## config.mk

```make
export PLATFORM = sky130hd
export DESIGN_NAME = csi2_axis_packer_flat
export DESIGN_NICKNAME = d
export VERILOG_FILES = /design/src/rtl/csi2_axis_packer_if.sv /design/src/rtl/csi2_axis_packer.sv /design/src/flat_wrapper.sv
export SDC_FILE = /design/constraint.sdc
export NUM_CORES = 1
export LEC_CHECK = 0
export ABC_AREA = 1
export ABC_CLOCK_PERIOD_IN_PS = 9090
export CAP_MARGIN = 20
export CORE_MARGIN = 10
export CORE_UTILIZATION = 50
export CTS_BUF_LIST = sky130_fd_sc_hd__clkbuf_4
export DETAILED_ROUTE_END_ITERATION = 16
export PLACE_DENSITY = 0.65
export REMOVE_ABC_BUFFERS = 1
export SYNTH_ARGS = -nofsm -noshare
export SYNTH_HDL_FRONTEND = slang
export SYNTH_SLANG_ARGS = --single-unit
```

## constraint.sdc

```tcl
create_clock -name clk -period 9.09 [get_ports clk]
set_clock_uncertainty 0.15 [all_clocks]
set_input_delay 2.727 -clock clk [delete_from_list [all_inputs] [get_ports clk]]
set_output_delay 2.727 -clock clk [all_outputs]
set_load 0.005 [all_outputs]
```

## src/rtl/csi2_axis_packer_if.sv

```systemverilog
// AXI4-Stream style word bus between the CSI-2 byte packer and its downstream register stage.
// Carries one 32-bit word per Tvalid && Tready handshake.
// Tuser flags the first word of a frame and Tlast the final word of a line.
// Ports: master drives Tvalid/Tdata/Tkeep/Tuser/Tlast and samples Tready; slave is the mirror.
interface csi2_axis_packer_if;
    logic        Tvalid;
    logic        Tready;
    logic [31:0] Tdata;
    logic [3:0]  Tkeep;
    logic        Tuser;
    logic        Tlast;

    modport master (output Tvalid, Tdata, Tkeep, Tuser, Tlast, input Tready);
    modport slave  (input Tvalid, Tdata, Tkeep, Tuser, Tlast, output Tready);
endinterface

```

## src/rtl/csi2_axis_packer.sv

```systemverilog
// Packs CSI-2 payload bytes into 32-bit words with SOF (Tuser) / EOL (Tlast) marks into a FWFT FIFO.
// Latency: a word completed at edge N is at the FIFO head (Tvalid=1) right after edge N if the FIFO was empty.
// Backpressure: Tready stalls only the FIFO; the byte side never stalls, words arriving at full are dropped (overflow).
// Ports: clk/reset (async active-low); byte_valid/byte_data/byte_last payload stream; frame_start/frame_end
//        short-packet pulses; status_clr clears sticky flags; axis word output; overflow/frame_err sticky
//        flags; fifo_level current occupancy.
module csi2_axis_packer #(
    parameter  int DEPTH = 16,
    localparam int AW    = $clog2(DEPTH)
) (
    input  logic                      clk,
    input  logic                      reset,
    input  logic                      byte_valid,
    input  logic [7:0]                byte_data,
    input  logic                      byte_last,
    input  logic                      frame_start,
    input  logic                      frame_end,
    input  logic                      status_clr,
    csi2_axis_packer_if.master        axis,
    output logic                      overflow,
    output logic                      frame_err,
    output logic [AW:0]               fifo_level
);
    typedef enum logic {IDLE, FRAME} state_t;

    typedef struct packed {
        logic [31:0] data;
        logic [3:0]  keep;
        logic        user;
        logic        last;
    } entry_t;

    localparam logic [AW:0] FULL_LVL = (AW+1)'(DEPTH);

    state_t        state, n_state;
    logic [31:0]   pack, n_pack, lane_pack;
    logic [1:0]    cnt, n_cnt;
    logic          sof_pending;
    logic          push, push_ok, pop, full;
    logic          ferr_set, ovf_set;
    entry_t        push_word;
    entry_t        head;
    entry_t        mem [DEPTH];
    logic [AW-1:0] wr_ptr, rd_ptr;

    // n filled lanes -> n low keep bits set (n = 1..4)
    function automatic logic [3:0] keep_of(input logic [2:0] n);
        keep_of = 4'((5'd1 << n) - 5'd1);
    endfunction

    // Byte is applied first, then FE/FS. A byte that completes a word leaves cnt at 0, so a
    // coinciding FE finds nothing partial and at most one word is pushed per cycle.
    always_comb begin
        n_state   = state;
        n_pack    = pack;
        n_cnt     = cnt;
        push      = 1'b0;
        push_word = '0;
        ferr_set  = 1'b0;
        lane_pack = pack;
        lane_pack[{cnt, 3'b000} +: 8] = byte_data;
        case (state)
            IDLE: begin
                if (frame_start) begin
                    n_state = FRAME;
                    n_pack  = '0;
                    n_cnt   = '0;
                end
            end
            FRAME: begin
                if (byte_valid) begin
                    if (cnt == 2'd3 || byte_last) begin
                        push           = 1'b1;
                        push_word.data = lane_pack;
                        push_word.keep = keep_of({1'b0, cnt} + 3'd1);
                        push_word.user = sof_pending;
                        push_word.last = byte_last;
                        n_pack         = '0;
                        n_cnt          = '0;
                    end else begin
                        n_pack = lane_pack;
                        n_cnt  = cnt + 2'd1;
                    end
                end
                if (frame_end) begin
                    // FE mid-word: flush what we have as a truncated line end
                    if (n_cnt != 2'd0) begin
                        push           = 1'b1;
                        push_word.data = n_pack;
                        push_word.keep = keep_of({1'b0, n_cnt});
                        push_word.user = sof_pending;
                        push_word.last = 1'b1;
                        ferr_set       = 1'b1;
                    end
                    n_pack  = '0;
                    n_cnt   = '0;
                    n_state = IDLE;
                end
                if (frame_start) begin
                    // FS without a preceding FE is a framing error; FE+FS together is a clean restart
                    if (!frame_end) ferr_set = 1'b1;
                    n_pack  = '0;
                    n_cnt   = '0;
                    n_state = FRAME;
                end
            end
            default: n_state = IDLE;
        endcase
    end

    assign pop     = axis.Tvalid && axis.Tready;
    assign full    = (fifo_level == FULL_LVL);
    assign push_ok = push && (!full || pop);
    assign ovf_set = push && full && !pop;

    always_ff @(posedge clk or negedge reset) begin
        if (!reset) begin
            state       <= IDLE;
            pack        <= '0;
            cnt         <= '0;
            sof_pending <= 1'b0;
            overflow    <= 1'b0;
            frame_err   <= 1'b0;
        end else begin
            state       <= n_state;
            pack        <= n_pack;
            cnt         <= n_cnt;
            // a dropped word keeps SOF pending so the frame start is not lost
            sof_pending <= frame_start ? 1'b1 : (push_ok ? 1'b0 : sof_pending);
            overflow    <= ovf_set  | (overflow  & ~status_clr);
            frame_err   <= ferr_set | (frame_err & ~status_clr);
        end
    end

    // FIFO: pointers wrap naturally at DEPTH (power of two); level is kept as an explicit count
    always_ff @(posedge clk or negedge reset) begin
        if (!reset) begin
            wr_ptr     <= '0;
            rd_ptr     <= '0;
            fifo_level <= '0;
        end else begin
            if (push_ok) wr_ptr <= wr_ptr + 1'b1;
            if (pop)     rd_ptr <= rd_ptr + 1'b1;
            case ({push_ok, pop})
                2'b10:   fifo_level <= fifo_level + 1'b1;
                2'b01:   fifo_level <= fifo_level - 1'b1;
                default: fifo_level <= fifo_level;
            endcase
        end
    end

    always_ff @(posedge clk) begin
        if (push_ok) mem[wr_ptr] <= push_word;
    end

    // head is forced to zero when empty so stale storage never shows on the bus
    assign head        = axis.Tvalid ? mem[rd_ptr] : '0;
    assign axis.Tvalid = (fifo_level != '0);
    assign axis.Tdata  = head.data;
    assign axis.Tkeep  = head.keep;
    assign axis.Tuser  = head.user;
    assign axis.Tlast  = head.last;
endmodule

```

## src/flat_wrapper.sv

```systemverilog
// flat-port wrapper written by rule: the top's interface ports become plain ports
module csi2_axis_packer_flat 
#(
    parameter  int DEPTH = 16,
    localparam int AW    = $clog2(DEPTH)
)
  (clk, reset, byte_valid, byte_data, byte_last, frame_start, frame_end, status_clr, overflow, frame_err, fifo_level, axis_Tvalid, axis_Tdata, axis_Tkeep, axis_Tuser, axis_Tlast, axis_Tready);
  csi2_axis_packer_if axis_i ();
  input  logic clk;
  input  logic reset;
  input  logic byte_valid;
  input  logic [7:0] byte_data;
  input  logic byte_last;
  input  logic frame_start;
  input  logic frame_end;
  input  logic status_clr;
  output logic overflow;
  output logic frame_err;
  output logic [AW:0] fifo_level;
  output wire logic [$bits(axis_i.Tvalid)-1:0] axis_Tvalid;
  output wire logic [$bits(axis_i.Tdata)-1:0] axis_Tdata;
  output wire logic [$bits(axis_i.Tkeep)-1:0] axis_Tkeep;
  output wire logic [$bits(axis_i.Tuser)-1:0] axis_Tuser;
  output wire logic [$bits(axis_i.Tlast)-1:0] axis_Tlast;
  input wire logic [$bits(axis_i.Tready)-1:0] axis_Tready;
  assign axis_Tvalid = axis_i.Tvalid;
  assign axis_Tdata = axis_i.Tdata;
  assign axis_Tkeep = axis_i.Tkeep;
  assign axis_Tuser = axis_i.Tuser;
  assign axis_Tlast = axis_i.Tlast;
  assign axis_i.Tready = axis_Tready;
  csi2_axis_packer #(.DEPTH(DEPTH)) u_core (.clk(clk), .reset(reset), .byte_valid(byte_valid), .byte_data(byte_data), .byte_last(byte_last), .frame_start(frame_start), .frame_end(frame_end), .status_clr(status_clr), .axis(axis_i), .overflow(overflow), .frame_err(frame_err), .fifo_level(fifo_level));
endmodule
```

==> results.md, run 1 <==
- Run status: completed
- Slew HR: 33.2%
- Boundary Pins: 62
- Cells after synthesis: 2116
- Switching share of power: 36.4%
- Input/output buffers: 61
- P_int: 0.00583 W
- Core footprint: 53000 um2
- Nets: 2290
- Row count: 84
- Setup_tns: 0 ps
- First-pass GRT wire length: 111000 um
- Hold Crit Depth: 2
- Top FF cell, synth: edfxtp_1
- Final worst path period share: 81.6%
- CTS Root Cell: clkbuf_4
- TritonCTS clock tree: built
- WP buf/inv: 3
- Largest net degree at the start of global routing: 183
- Drt wl/cell: 23.9 um
- Most frequent cells in the layout: edfxtp_1, nor2_1, o21ai_0
- Initial antenna violation count: 2
- DRC marker count from the first detailed-route iteration: 2287
- Number of global-route vias before repair: 18000
- Worst Hold Path EP: u_core.sof_pending$_DFFE_PN0P_
- Yosys reg bits: 659
- Vias: 18900
- Post-CTS Resized: 0
- Slowest cell on crit path: dfrtp_4
- EDFF count, synth: 608
- Vias per cell: 6.14
- Worst EP arrival: 4540 ps
- Worst path cell trace: inv_8 -> buf_4 -> o21ai_0 -> o22ai_1 -> nor2_1 -> nor2_1 -> o21ai_0 -> a21oi_1 -> clkdlybuf4s50_1
- Setup WS pre-CTS: 2130 ps
- Share of layout cells above drive strength 1: 16.7%
- All-Layer GR Usage: 23.0%
- PwrDens: 299 nW/um2
- Fmax: 135 MHz
- Die Span Y: 252 um
- H-tree depth: 4
- Yosys warnings: 0
- Endpoints failing hold: 0
- Commonest non-fill, non-tap cell in the layout: edfxtp_1
- Total leakage power: 9.84 nW
- Clock Power Share: 27.1%
- R2R setup slack: 4710 ps
- Worst Hold Margin: 398 ps
- Min-Delay Path Class: reg2reg
- CP delay by family, top: buffers and inverters
- Final Critical Period: 7420 ps
- Clock slew at reported path FFs: 70 ps
- Maxcap violations: 0
- 1st-pass router iterations: 6
- Startpoint types: flip-flop
- Final wirelength: 73600 um
- Worst Reg-to-Reg Cells: 13
- Gpl congestion: 0.883
- Worst vdd ir: 0.242 mV
- Crit Path Category: reg2out
- Worst r2r src: u_core.cnt[0]$_DFFE_PN0P_
- Sequential share of power: 39.9%
- Slew Limit Fails: 0
- Setup Fix Bufs, Post-CTS: 0
- Sequential element share of the synthesized area: 72.5%
- CP Max Fanout: 150
- Switching power: 0.00333 W
- RSZ-0062 raised after global routing: no
- Ys async rst share: 7.74%
- P&R area growth vs syn: 13.8%
- Total Power: 0.00916 W
- ANT nets after route: 0
- Cts hold-fix bufs: 0
- Worst skew pair latency: 990 ps
- Initial core utilization: 50.8%
- Comb power frac: 33.0%
- CTS sink count: 659
- Final HPWL DP: 42200 um
- Post-layout util: 57.9%
- Worst Tran Pin Value: 1000 ps
- Worst path max stage delay: 700 ps
- Setup ws final: 1670 ps
- TritonCTS buffer count: 163
- Syn Area/Cell: 12.7 um2
- Gr ovfl total: 0
- WP data required: 6210 ps
- HP Start: u_core.sof_pending$_DFFE_PN0P_
- Worst setup EP type: output pin
- Width of the die: 252 um
- Die ar.: 63500 um2
- Yosys cell types: 35
- Detailed-route DRC error count: 0
- Max Root-Sink Buffers: 3
- Synth Cell Area: 26900 um2
- Setup-failing EPs final: 0
- Reg2reg end: u_core.mem[8][20]$_DFFE_PP_
## worst min-delay path, stage by stage, from the launching register on
cell and delay [ps]:
dfrtp_1 320, inv_1 50, o21ai_0 140
## worst max path at each step
| stage | start | end | depth (start not counted) |
|---|---|---|---|
| finish | u_core.rd_ptr[0]$_DFFE_PN0P_ | axis_Tkeep[1] | 9 |
| floorplan | u_core.rd_ptr[0]$_DFFE_PN0P_ | axis_Tdata[28] | 7 |
| detailed placement | byte_last | u_core.mem[7][37]$_DFFE_PP_ | 10 |
| global placement | byte_last | u_core.mem[7][33]$_DFFE_PP_ | 10 |
| CTS | u_core.rd_ptr[0]$_DFFE_PN0P_ | axis_Tkeep[1] | 9 |
| global route | u_core.rd_ptr[0]$_DFFE_PN0P_ | axis_Tkeep[1] | 9 |
## routing by layer
| layer | up-vias | track usage (%) | wire length [um] | part of all wire [%] |
|---|---|---|---|---|
| li1 | 8348 | - | - | - |
| met3 | 121 | 6.31 | 8120 | 11 |
| met2 | 1059 | 33.5 | 32600 | 44 |
| met5 | - | 0 | 10 | 0.014 |
| met4 | 2 | 6.66 | 1340 | 1.8 |
| met1 | 9347 | 33.2 | 31500 | 43 |
## per-stage QoR
step | cell area, um2 | std cells
floorplan | 26300 | 1961
global placement | 28400 | 2768
detailed placement | 28500 | 2777
CTS | 30600 | 3068
global route | 30600 | 3076
finish | 30600 | 3076
## synthesized netlist by cell type, drive strengths merged (8+ instances only)
library cell | instances | share of area [%]
edfxtp | 608 | 68
nor2 | 376 | 5.3
o21ai | 358 | 6.7
o221ai | 125 | 4.1
clkbuf | 121 | 1.7
o22ai | 96 | 2.2
inv | 93 | 1.3
nand2 | 78 | 1.2
nand3 | 69 | 1.3
dfrtp | 51 | 4.7
a21oi | 39 | 0.77
buf | 34 | 0.68
a22oi | 32 | 0.89
ha | 13 | 0.60
xor2 | 10 | 0.35
nand4 | 8 | 0.23
## cell type report
class	instances	area [um2]
Multi-Input combinational cell	1207	6530
Antenna cell	1	2.50
Timing Repair Buffer	135	1240
Clock inverter	38	210
Tap cell	688	861
Fill cell	4286	22300
Clock buffer	253	1900
Inverter	95	367
Sequential cell	659	19500
## kinds of logic after synthesis
logic type	synth area share [%]
flops	72.5
compound gates	14.7
simple gates	8.13
buf+inv	3.69
fa+ha+maj	0.604
xor+xnor	0.353
## sequential cells by signal, summed over array words and instances, names as in the netlist, 2 cells and up
register	flops
u_core.pack	32
u_core.rd_ptr	4
u_core.mem	608
u_core.fifo_level	5
u_core.wr_ptr	4
u_core.cnt	2
## power groups by stage
stage	Clock [W]	Combinational (W)	Sequential [W]
2_1_floorplan	0	0.00143	0.00382
3_3_place_gp	0	0.00295	0.00371
3_5_place_dp	0	0.00298	0.00372
4_1_cts	0.00252	0.00300	0.00365
5_1_grt	0.00268	0.00329	0.00367
6_report	0.00248	0.00303	0.00366
(Power assumes the default switching activity.)
==> inputs of run 2 (changes only) <==
ABC_CLOCK_PERIOD_IN_PS = 6050   (was 9090)
PLACE_DENSITY = 0.68   (was 0.65)
clock period = 6.05 ns   (was 9.09 ns; I/O delays follow)
==> results.md, run 2 (synthesis gave the netlist of run 1 again) <==
- Row count: 84 (unchanged)
- Worst path max stage delay: 720 ps (+20 ps)
- Min-Delay Path Class: reg2reg
- CP delay by family, top: buffers and inverters
- RSZ-0062 raised after global routing: no
- DRC marker count from the first detailed-route iteration: 2290 (+0.13%)
- Boundary Pins: 62 (unchanged)
- Worst EP arrival: 3840 ps (-700 ps)
- First-pass GRT wire length: 109000 um (-1.5%)
- Startpoint types: flip-flop
- Top cell by count, worst path: nor2_1
- Core footprint: 53000 um2 (unchanged)
- Detailed-route DRC error count: 0 (unchanged)
- Gpl congestion: 0.887 (+0.48%)
- Worst path cell trace: buf_4 -> nor2_1 -> nor2_1 -> o21ai_0 -> a21oi_1 -> clkdlybuf4s50_1
- Gr ovfl total: 0 (unchanged)
- Worst skew pair latency: 1010 ps (+20 ps)
- Nets: 2305 (+0.66%)
- Drt wl/cell: 23.2 um (-2.9%)
- Post-layout util: 58.2% (+0.32 points)
- CP Max Fanout: 59 (-61%)
- Run status: completed
- TritonCTS clock tree: built
- Die ar.: 63500 um2 (unchanged)
- WP data required: 4090 ps (-2120 ps)
- Initial antenna violation count: 3 (+1)
- Clock slew at reported path FFs: 70 ps (about the same)
- Worst setup EP type: output pin
- All-Layer GR Usage: 22.4% (-0.54 points)
- Maxcap violations: 0 (unchanged)
- Fmax: 172 MHz
- Crit Path Category: reg2out
- Switching power: 0.00481 W (+44%)
- FILL cells: 4276 (-0.23%)
- P&R area growth vs syn: 14.4%
- Comb power frac: 33.2% (+0.2 points)
- Input/output buffers: 61 (unchanged)
- Worst Tran Pin Value: 1110 ps (+109 ps)
- Switching share of power: 35.5% (-0.92 points)
- Width of the die: 252 um (unchanged)
- Final worst path period share: 96.0%
- PwrDens: 440 nW/um2 (+47%)
- H-tree depth: 4 (unchanged)
- ANT nets after route: 0 (unchanged)
- Setup Fix Bufs, Post-CTS: 0 (unchanged)
- Total leakage power: 9.90 nW (+0.61%)
- Worst Hold Margin: 406 ps (+8.00 ps)
- P_int: 0.00875 W (+50%)
- Commonest non-fill, non-tap cell in the layout: edfxtp_1
- Endpoints failing hold: 0 (unchanged)
- Setup-failing EPs final: 0 (unchanged)
- Post-CTS Resized: 0 (unchanged)
- Clock Power Share: 26.9% (-0.2 points)
- Largest net degree at the start of global routing: 155 (-15%)
- Max Root-Sink Buffers: 3 (unchanged)
- Vias per cell: 6.08 (-0.90%)
- Slowest cell on crit path: buf_4
- Cts hold-fix bufs: 0 (unchanged)
- Initial core utilization: 50.8% (unchanged)
- CTS sink count: 659 (unchanged)
- Final wirelength: 71700 um (-2.5%)
- CTS Root Cell: clkbuf_4
- Top reg by flops: u_core.mem
- Sequential share of power: 39.9% (about the same)
- Final Critical Period: 5810 ps
- 1st-pass router iterations: 6 (unchanged)
- Die Span Y: 252 um (unchanged)
- Slew Limit Fails: 0 (unchanged)
- Setup_tns: 0 ps (unchanged)
- Number of global-route vias before repair: 18500 (+3.2%)
- Share of layout cells above drive strength 1: 16.6% (-0.063 points)
- Worst vdd ir: 0.381 mV (+57%)
- Most frequent cells in the layout: edfxtp_1, nor2_1, o21ai_0
- WP buf/inv: 2 (-1)
- Max reg flops: 608 (unchanged)
- Vias: 18800 (-0.48%)
- Regs by FF count: u_core.mem x608, u_core.pack x32, u_core.fifo_level x5
- Slew HR: 25.6% (-7.5 points)
- TritonCTS buffer count: 162 (-0.61%)
- Final HPWL DP: 39800 um (-5.7%)
[run 2: final timing paths]
kind | startpoint | endpoint | slack, ps | depth (start not counted)
worst min register to register | u_core.sof_pending$_DFFE_PN0P_ | u_core.sof_pending$_DFFE_PN0P_ | 410 | 2
max in group asynchronous | reset | u_core.rd_ptr[0]$_DFFE_PN0P_ | 4370 | 2
worst max register to register | u_core.cnt[0]$_DFFE_PN0P_ | u_core.mem[3][2]$_DFFE_PP_ | 2050 | 13
worst min-delay path | u_core.sof_pending$_DFFE_PN0P_ | u_core.sof_pending$_DFFE_PN0P_ | 410 | 2
min in group asynchronous | reset | u_core.fifo_level[0]$_DFFE_PN0P_ | 790 | 2
worst max-delay path | u_core.rd_ptr[2]$_DFFE_PN0P_ | axis_Tdata[12] | 240 | 6
[run 2: area by class of cell]
class                           instances  area, um2  share of cell area [%]
Inverter                               95        367                    1.19
Multi-Input combinational cell       1207       6520                    21.2
Sequential cell                       659      19500                    63.4
Timing Repair Buffer                  151       1460                    4.73
Clock inverter                         38        206                   0.670
Tap cell                              688        861                    2.79
Antenna cell                            5       12.5                  0.0406
Clock buffer                          246       1850                    5.99
[run 2: power groups by stage]
| stage | Sequential (W) | Clock, W | Combinational, W |
|---|---|---|---|
| final | 0.00541 | 0.00366 | 0.00450 |
| after global routing | 0.00544 | 0.00397 | 0.00492 |
| after CTS | 0.00541 | 0.00373 | 0.00452 |
| after detailed placement | 0.00551 | 0 | 0.00449 |
| after global placement | 0.00550 | 0 | 0.00440 |
| after floorplan | 0.00574 | 0 | 0.00216 |
[run 2: stage by stage]
| step | instance area (um2) | instances | worst slack, ps | total power [W] |
|---|---|---|---|---|
| finish | 30800 | 3089 | 244 | 0.0136 |
| detailed placement | 28700 | 2799 | 802 | 0.0100 |
| CTS | 30800 | 3083 | 208 | 0.0137 |
| floorplan | 26300 | 1961 | -7270 | 0.00790 |
| global placement | 28700 | 2799 | 904 | 0.00990 |
| global route | 30800 | 3089 | 16.0 | 0.0143 |
[run 2: worst reg2reg max path, stage by stage, from the launching register on]
cell and delay, ps:
dfrtp_1 470, inv_1 260, ha_1 460, nand2_1 80, inv_1 100, a21oi_4 80, nand2_4 90, nand2_4 250
nand2_2 410, nand2_2 120, inv_2 160, nand2_1 280, nor2_4 530, buf_12 240
[run 2: metal layers]
| metal | global-route usage [%] | up-vias | routed length (um) |
|---|---|---|---|
| met5 | 0 | - | 0 |
| met4 | 7.37 | 0 | 1020 |
| li1 | - | 8371 | - |
| met1 | 30.3 | 9352 | 29600 |
| met2 | 35.4 | 975 | 34300 |
| met3 | 5.35 | 88 | 6820 |
==> inputs of run 3 (changes only) <==
SKIP_CTS_REPAIR_TIMING = 1   (was default)
==> results of run 3 <==
Same layout as run 2: the final DEF is identical, and so are final timing and power.
